[src/rtl/veer_mpc_dbg_hub.sv]
// veer_mpc_dbg_hub: DMI fan-out to N harts plus masked, timed MPC halt/run sequencer
module veer_mpc_dbg_hub #(
  parameter int NUM_HARTS = 2,
  parameter int TIMEOUT_W = 8,
  parameter logic [6:0] LOCAL_BASE = 7'h40
) (
  input  logic                      clk,
  input  logic                      rst,
  input  logic                      dmi_reg_en,
  input  logic [6:0]                dmi_reg_addr,
  input  logic                      dmi_reg_wr_en,
  input  logic [31:0]               dmi_reg_wdata,
  output logic [31:0]               dmi_reg_rdata,
  output logic [NUM_HARTS-1:0]      h_dmi_reg_en,
  output logic [6:0]                h_dmi_reg_addr,
  output logic                      h_dmi_reg_wr_en,
  output logic [31:0]               h_dmi_reg_wdata,
  input  logic [32*NUM_HARTS-1:0]   h_dmi_reg_rdata,
  output logic [NUM_HARTS-1:0]      mpc_debug_halt_req,
  output logic [NUM_HARTS-1:0]      mpc_debug_run_req,
  input  logic [NUM_HARTS-1:0]      mpc_debug_halt_ack,
  input  logic [NUM_HARTS-1:0]      mpc_debug_run_ack
);
  localparam int HSW = NUM_HARTS > 1 ? $clog2(NUM_HARTS) : 1;
  typedef enum logic [1:0] {IDLE, HALT_REQ, RUN_REQ} state_t;
  state_t r_state, w_state_nxt;
  logic [HSW-1:0] r_hartsel, r_src;
  logic r_fwd, r_timeout, r_illegal, r_dir;
  logic [31:0] r_rdata, w_ctrl, w_lrd;
  logic [NUM_HARTS-1:0] r_mask, r_pend, r_halted, w_ack, w_pend_nxt;
  logic [TIMEOUT_W-1:0] r_tmo, r_tlim, r_cnt;
  logic [6:0] w_off;
  logic w_local, w_wr, w_rd, w_ctrl_wr, w_halt_go, w_run_go, w_go, w_busy;
  logic w_go_bad, w_start, w_sel_bad, w_clr, w_done, w_fire;
  assign w_off = dmi_reg_addr - LOCAL_BASE;
  assign w_local = w_off[6:2] == 5'd0;
  assign w_wr = dmi_reg_en && dmi_reg_wr_en && w_local;
  assign w_rd = dmi_reg_en && !dmi_reg_wr_en;
  assign w_ctrl_wr = w_wr && w_off[1:0] == 2'd1;
  assign w_halt_go = w_ctrl_wr && dmi_reg_wdata[0];
  assign w_run_go = w_ctrl_wr && dmi_reg_wdata[1];
  assign w_clr = w_ctrl_wr && dmi_reg_wdata[2];
  assign w_go = w_halt_go || w_run_go;
  assign w_busy = r_state != IDLE;
  assign w_go_bad = w_go && ((w_halt_go && w_run_go) || w_busy || r_mask == '0);
  assign w_start = w_go && !w_go_bad;
  assign w_sel_bad = w_wr && w_off[1:0] == 2'd0 && dmi_reg_wdata >= 32'(NUM_HARTS);
  assign w_ack = r_state == HALT_REQ ? mpc_debug_halt_ack : mpc_debug_run_ack;
  assign w_pend_nxt = r_pend & ~w_ack;
  assign w_done = w_busy && w_pend_nxt == '0;
  assign w_fire = w_busy && !w_done && r_tlim != '0 && r_cnt == r_tlim;
  assign w_ctrl = (32'(r_halted) << 16) | {28'd0, r_dir, r_illegal, r_timeout, w_busy};
  assign w_lrd = w_off[1:0] == 2'd0 ? 32'(r_hartsel) :
                 w_off[1:0] == 2'd1 ? w_ctrl :
                 w_off[1:0] == 2'd2 ? 32'(r_mask) : 32'(r_tmo);
  assign h_dmi_reg_en = dmi_reg_en && !w_local ? NUM_HARTS'(1) << r_hartsel : '0;
  assign h_dmi_reg_addr = dmi_reg_addr;
  assign h_dmi_reg_wr_en = dmi_reg_wr_en;
  assign h_dmi_reg_wdata = dmi_reg_wdata;
  assign dmi_reg_rdata = r_fwd ? h_dmi_reg_rdata[32*r_src +: 32] : r_rdata;
  assign mpc_debug_halt_req = r_state == HALT_REQ ? r_pend : '0;
  assign mpc_debug_run_req = r_state == RUN_REQ ? r_pend : '0;
  always_comb
    w_state_nxt = w_start ? (w_halt_go ? HALT_REQ : RUN_REQ) : (w_done || w_fire) ? IDLE : r_state;
  always_ff @(posedge clk)
    r_state <= rst ? IDLE : w_state_nxt;
  always_ff @(posedge clk) begin
    if (rst) begin
      r_hartsel <= '0;
      r_src <= '0;
      r_fwd <= 1'b0;
      r_rdata <= '0;
      r_mask <= '1;
      r_tmo <= '1;
      r_tlim <= '0;
      r_cnt <= '0;
      r_pend <= '0;
      r_halted <= '0;
      r_timeout <= 1'b0;
      r_illegal <= 1'b0;
      r_dir <= 1'b0;
    end else begin
      if (w_wr && w_off[1:0] == 2'd0 && !w_sel_bad) r_hartsel <= dmi_reg_wdata[HSW-1:0];
      if (w_wr && w_off[1:0] == 2'd2) r_mask <= dmi_reg_wdata[NUM_HARTS-1:0];
      if (w_wr && w_off[1:0] == 2'd3) r_tmo <= dmi_reg_wdata[TIMEOUT_W-1:0];
      r_illegal <= (r_illegal && !w_clr) || w_sel_bad || w_go_bad;
      r_timeout <= (r_timeout && !w_clr) || w_fire;
      r_halted <= (r_halted & ~mpc_debug_run_ack) | mpc_debug_halt_ack;
      if (w_start) begin
        r_pend <= r_mask;
        r_cnt <= '0;
        r_tlim <= r_tmo;
        r_dir <= w_halt_go;
      end else begin
        r_pend <= w_fire ? '0 : w_pend_nxt;
        r_cnt <= w_busy && r_cnt != '1 ? r_cnt + 1'b1 : r_cnt;
      end
      if (w_rd) begin
        r_fwd <= !w_local;
        r_src <= r_hartsel;
        if (w_local) r_rdata <= w_lrd;
      end
    end
  end
endmodule

[config.mk]
export PLATFORM = sky130hd
export DESIGN_NAME = veer_mpc_dbg_hub
export DESIGN_NICKNAME = d
export VERILOG_FILES = /design/src/rtl/veer_mpc_dbg_hub.sv
export SDC_FILE = /design/constraint.sdc
export NUM_CORES = 1
export LEC_CHECK = 0
export ABC_AREA = 1
export BUFFER_PORTS_ARGS = -buffer_cell sky130_fd_sc_hd__buf_2
export CORE_MARGIN = 4
export CORE_UTILIZATION = 41
export DETAILED_ROUTE_END_ITERATION = 16
export PLACE_DENSITY_LB_ADDON = 0.15
export SETUP_SLACK_MARGIN = 0.02
export SLEW_MARGIN = 20
export SYNTH_ARGS = -nofsm -noshare
export SYNTH_HDL_FRONTEND = slang
export SYNTH_SLANG_ARGS = --single-unit
export TNS_END_PERCENT = 5
[constraint.sdc]
create_clock -name clk -period 1.6 [get_ports clk]
set_clock_uncertainty 0.2 [all_clocks]
set_input_delay 0.16 -clock clk [delete_from_list [all_inputs] [get_ports clk]]
set_output_delay 0.16 -clock clk [all_outputs]
set_load 0.005 [all_outputs]
==> results by group <==
Synth
  – Area share of the largest cell type after synthesis: 28.6%
  – Syn avg cell area: 6.04 µm²
  – Post-synthesis async set-or-reset flop share: 0%
  – Synthesized instance count: approximately 560
  – Number of distinct library cells after synthesis: 28
  – Main synth FF type: dfxtp_1
  – Register bit count reported by yosys: 48
  – Largest area contributor in the netlist: dfxtp_1
  – Post-Syn Area: 3360 µm²
  – YS warnings: 0
  – Number of synthesized flops with an enable pin: 0
  – Most common cell in the netlist: nor2_1
  – Syn nets: 669
  – Synth cell count leaders: 115 x nor2_1, 113 x nand2_1, 68 x inv_1, 50 x o21ai_0, 48 x dfxtp_1
  – Synth area leaders: dfxtp_1 29%, nor2_1 13%, nand2_1 13%
  – Part of the Yosys area used for sequential elements: about 29%

Setup path
  – Max incr delay on CP: 390 ps
  – Crit-path cells: buf_12 > o21ai_0 > o22ai_1 > buf_2
  – Crit path kind: reg2out
  – Reg2Reg Capture Point: r_state[0]$_SDFFE_PP0P_
  – Reg2reg start: r_cnt[1]$_SDFFE_PP0P_
  – Worst setup SP type: flop
  – Slowest CP cell: dfxtp_4
  – Reg2reg setup slack: roughly 20 ps
  – Crit. End Element: primary output
  – Critical path fanouts, max: 17
  – CP arrival: 1240 ps
  – Crit path required time: about 1200 ps
  – Reg2Reg Depth: 10

Outcome
  – Status: finished, final reports clean

Clocking
  – Clk sinks: 48
  – Worst skew pair latency: 300 ps
  – CTS root buf: clkbuf_8
  – Longest Clk Path Bufs: 2
  – H-tree Lvls: 2
  – CTS buffer count: 5
  – CTS tree: built
  – CTS clk-pin slew, worst paths: 90 ps

Power
  – Pint: between 1.5 and 2 mW
  – Leakage: 2.51 nW
  – NetSw: 0.716 mW
  – Sequential Power Share: 45.2%
  – Logic pwr share: a little over a fifth
  – Sw frac: 26.9%
  – PD cells: ~550 nW/µm²
  – Clock Power Share: 33.2%
  – Peak VDD IR: between 0.3 and 0.4 mV

Cells and area
  – Layout area overhead: 44.9%
  – Diodes inserted: 0
  – Final core utilization: between 60% and 70%
  – Nets: 861
  – Layout cell share with drive strength beyond 1: 39.2%
  – Final-layout fill cell count: 741

Floorplanning
  – Initial core utilization: between 40% and 50%
  – Chip height: around 99 µm
  – Die Footprint: 9710 µm²
  – Number of core rows: 32
  – CORE AREA: 7850 µm²
  – I/O Pins: roughly 190
  – Die width: 98.6 µm

Timing
  – Min cycle time layout: 1600 ps
  – Final Max Slew Viols: 0
  – Worst Tran Pin Value: 257 ps
  – Setup-failing EPs final: 0
  – Normalized max-slew margin: 82.8%
  – Part of the cycle the worst path needs: 100%
  – RSZ-0062 raised after global routing: true
  – Hold slack: 8.12 ps
  – Final hold violation count: 0
  – Peak Freq: 0.625 GHz

Hold path
  – WHS Endpoint: r_rdata[2]$_SDFFE_PP0P_
  – Worst Hold Depth: 4
  – HP Start: dmi_reg_addr[1]
  – Worst min-delay path category: in2reg

Drt
  – Final WL: 11500 µm
  – DRC viols: 0
  – Post-route ant nets: 0
  – Initial DRT Pass Iterations: 5
  – Vias: 4220
  – Iteration-0 DRC Markers: 203
  – Vias per cell: 4.95
  – Wire per inst: 13.4 µm

Global routing
  – Initial antenna violation count: 0
  – GRT Util Overall: about a fifth
  – Vias in the first global route: about 4k
  – Largest net degree at the start of global routing: 34
  – First-pass GRT wire length: 17300 µm
  – Gr ovfl total: 0

Place
  – Input/output buffers: around 190
  – RD Place Congestion: 0.841
  – Post-DP HPWL: 8630 µm

Job
  – Max-Cap Viols: 0
area by class of cell:
class                   count  area (µm²)  share of cell area [%]
well taps                 102         128                    2.62
multi-input cells         381        1890                    38.8
clock inverters             3        42.5                   0.873
clock buffers               5        68.8                    1.41
repair buffers            241        1470                    30.2
repair inverters            1        7.51                   0.154
inverters                  71         277                    5.68
flip-flops and latches     48         990                    20.3
through the flow:
step	worst slack (ps)	instances	power (mW)	TNS [ps]	instance area [µm²]
after floorplan	56.2	557	1.48	0	3360
after global placement	-25.9	816	1.71	-122	4270
after detailed placement	-80.1	816	1.72	-827	4270
after CTS	-40.2	838	2.62	-99.3	4530
after global routing	-79.8	852	2.79	-1190	4870
final	0.00988	852	2.67	0	4870
what timing repair did:
item / CTS / global route
pin swaps: 0 / 25
hold endpoints to repair: 14 / 0
hold buffers: 14 / 0
setup buffers: 0 / 8
gates resized for setup: 5 / 90
setup endpoints to repair: 40 / 60
cloned: 0 / 6
kinds of logic after synthesis:
family,after synthesis,share of synthesized area [%]
compound gates,90,14.9
xor+xnor,6,1.56
fa+ha+maj,1,0.372
buf+inv,128,19.0
flops,48,28.6
simple gates,284,35.6
power groups by stage:
stage | registers, mW | logic (mW) | clock network (mW)
floorplan | 1.24 | 0.248 | 0
global placement | 1.24 | 0.475 | 0
detailed placement | 1.24 | 0.485 | 0
CTS | 1.21 | 0.517 | 0.900
global route | 1.21 | 0.635 | 0.951
finish | 1.21 | 0.576 | 0.884
registers in the layout, summed over array words and instances, names as in the netlist, 2 cells and up:
name      count
r_halted      2
r_cnt         8
r_state       2
r_tlim        8
r_tmo         8
r_rdata      10
r_mask        2
r_pend        2
critical path: cells and delay by family, from the launching register on:
| family | cells | cell delay, ps |
|---|---|---|
| flops | 1 | 390 |
| buf+inv | 2 | 280 |
| compound gates | 2 | 260 |
cells in the final DEF (no fill, tap or decap), drive strengths merged:
master,n
xor2,3
bufinv,1
nand2,114
clkbuf,9
clkinv,1
dlygate4sd3,12
ha,1
a31oi,2
dfxtp,48
o22ai,11
nand3,27
clkinvlp,2
dlymetal6s4s,2
nor3,7
a21oi,17
o211ai,9
inv,71
xnor2,3
nor2,118
o21ai,51
nand3b,1
nand4,17
buf,223
worst max path at each step:
stage          cells after the start                    end  slack (ps)                   from
2_1_floorplan                     10  r_cnt[4]$_SDFFE_PP0P_          60  r_cnt[0]$_SDFFE_PP0P_
3_3_place_gp                       9  r_cnt[4]$_SDFFE_PP0P_         -30        dmi_reg_addr[5]
3_5_place_dp                       9  r_cnt[4]$_SDFFE_PP0P_         -80        dmi_reg_addr[5]
4_1_cts                            5       dmi_reg_rdata[3]         -40     r_src$_SDFFE_PP0P_
5_1_grt                            8  r_cnt[0]$_SDFFE_PP0P_         -80  r_cnt[1]$_SDFFE_PP0P_
6_report                           4       dmi_reg_rdata[1]        0.01     r_src$_SDFFE_PP0P_
layer usage:
metal / part of all wire [%] / GRT usage, % / vias to the layer above
met1: 40 / 25.1 / 1871
met3: 8.6 / 4.39 / 19
met4: 2.1 / 4.20 / 0
met5: 0 / 0 / -
met2: 49 / 39.1 / 201
li1: - / - / 2129
(Power assumes the default switching activity.)
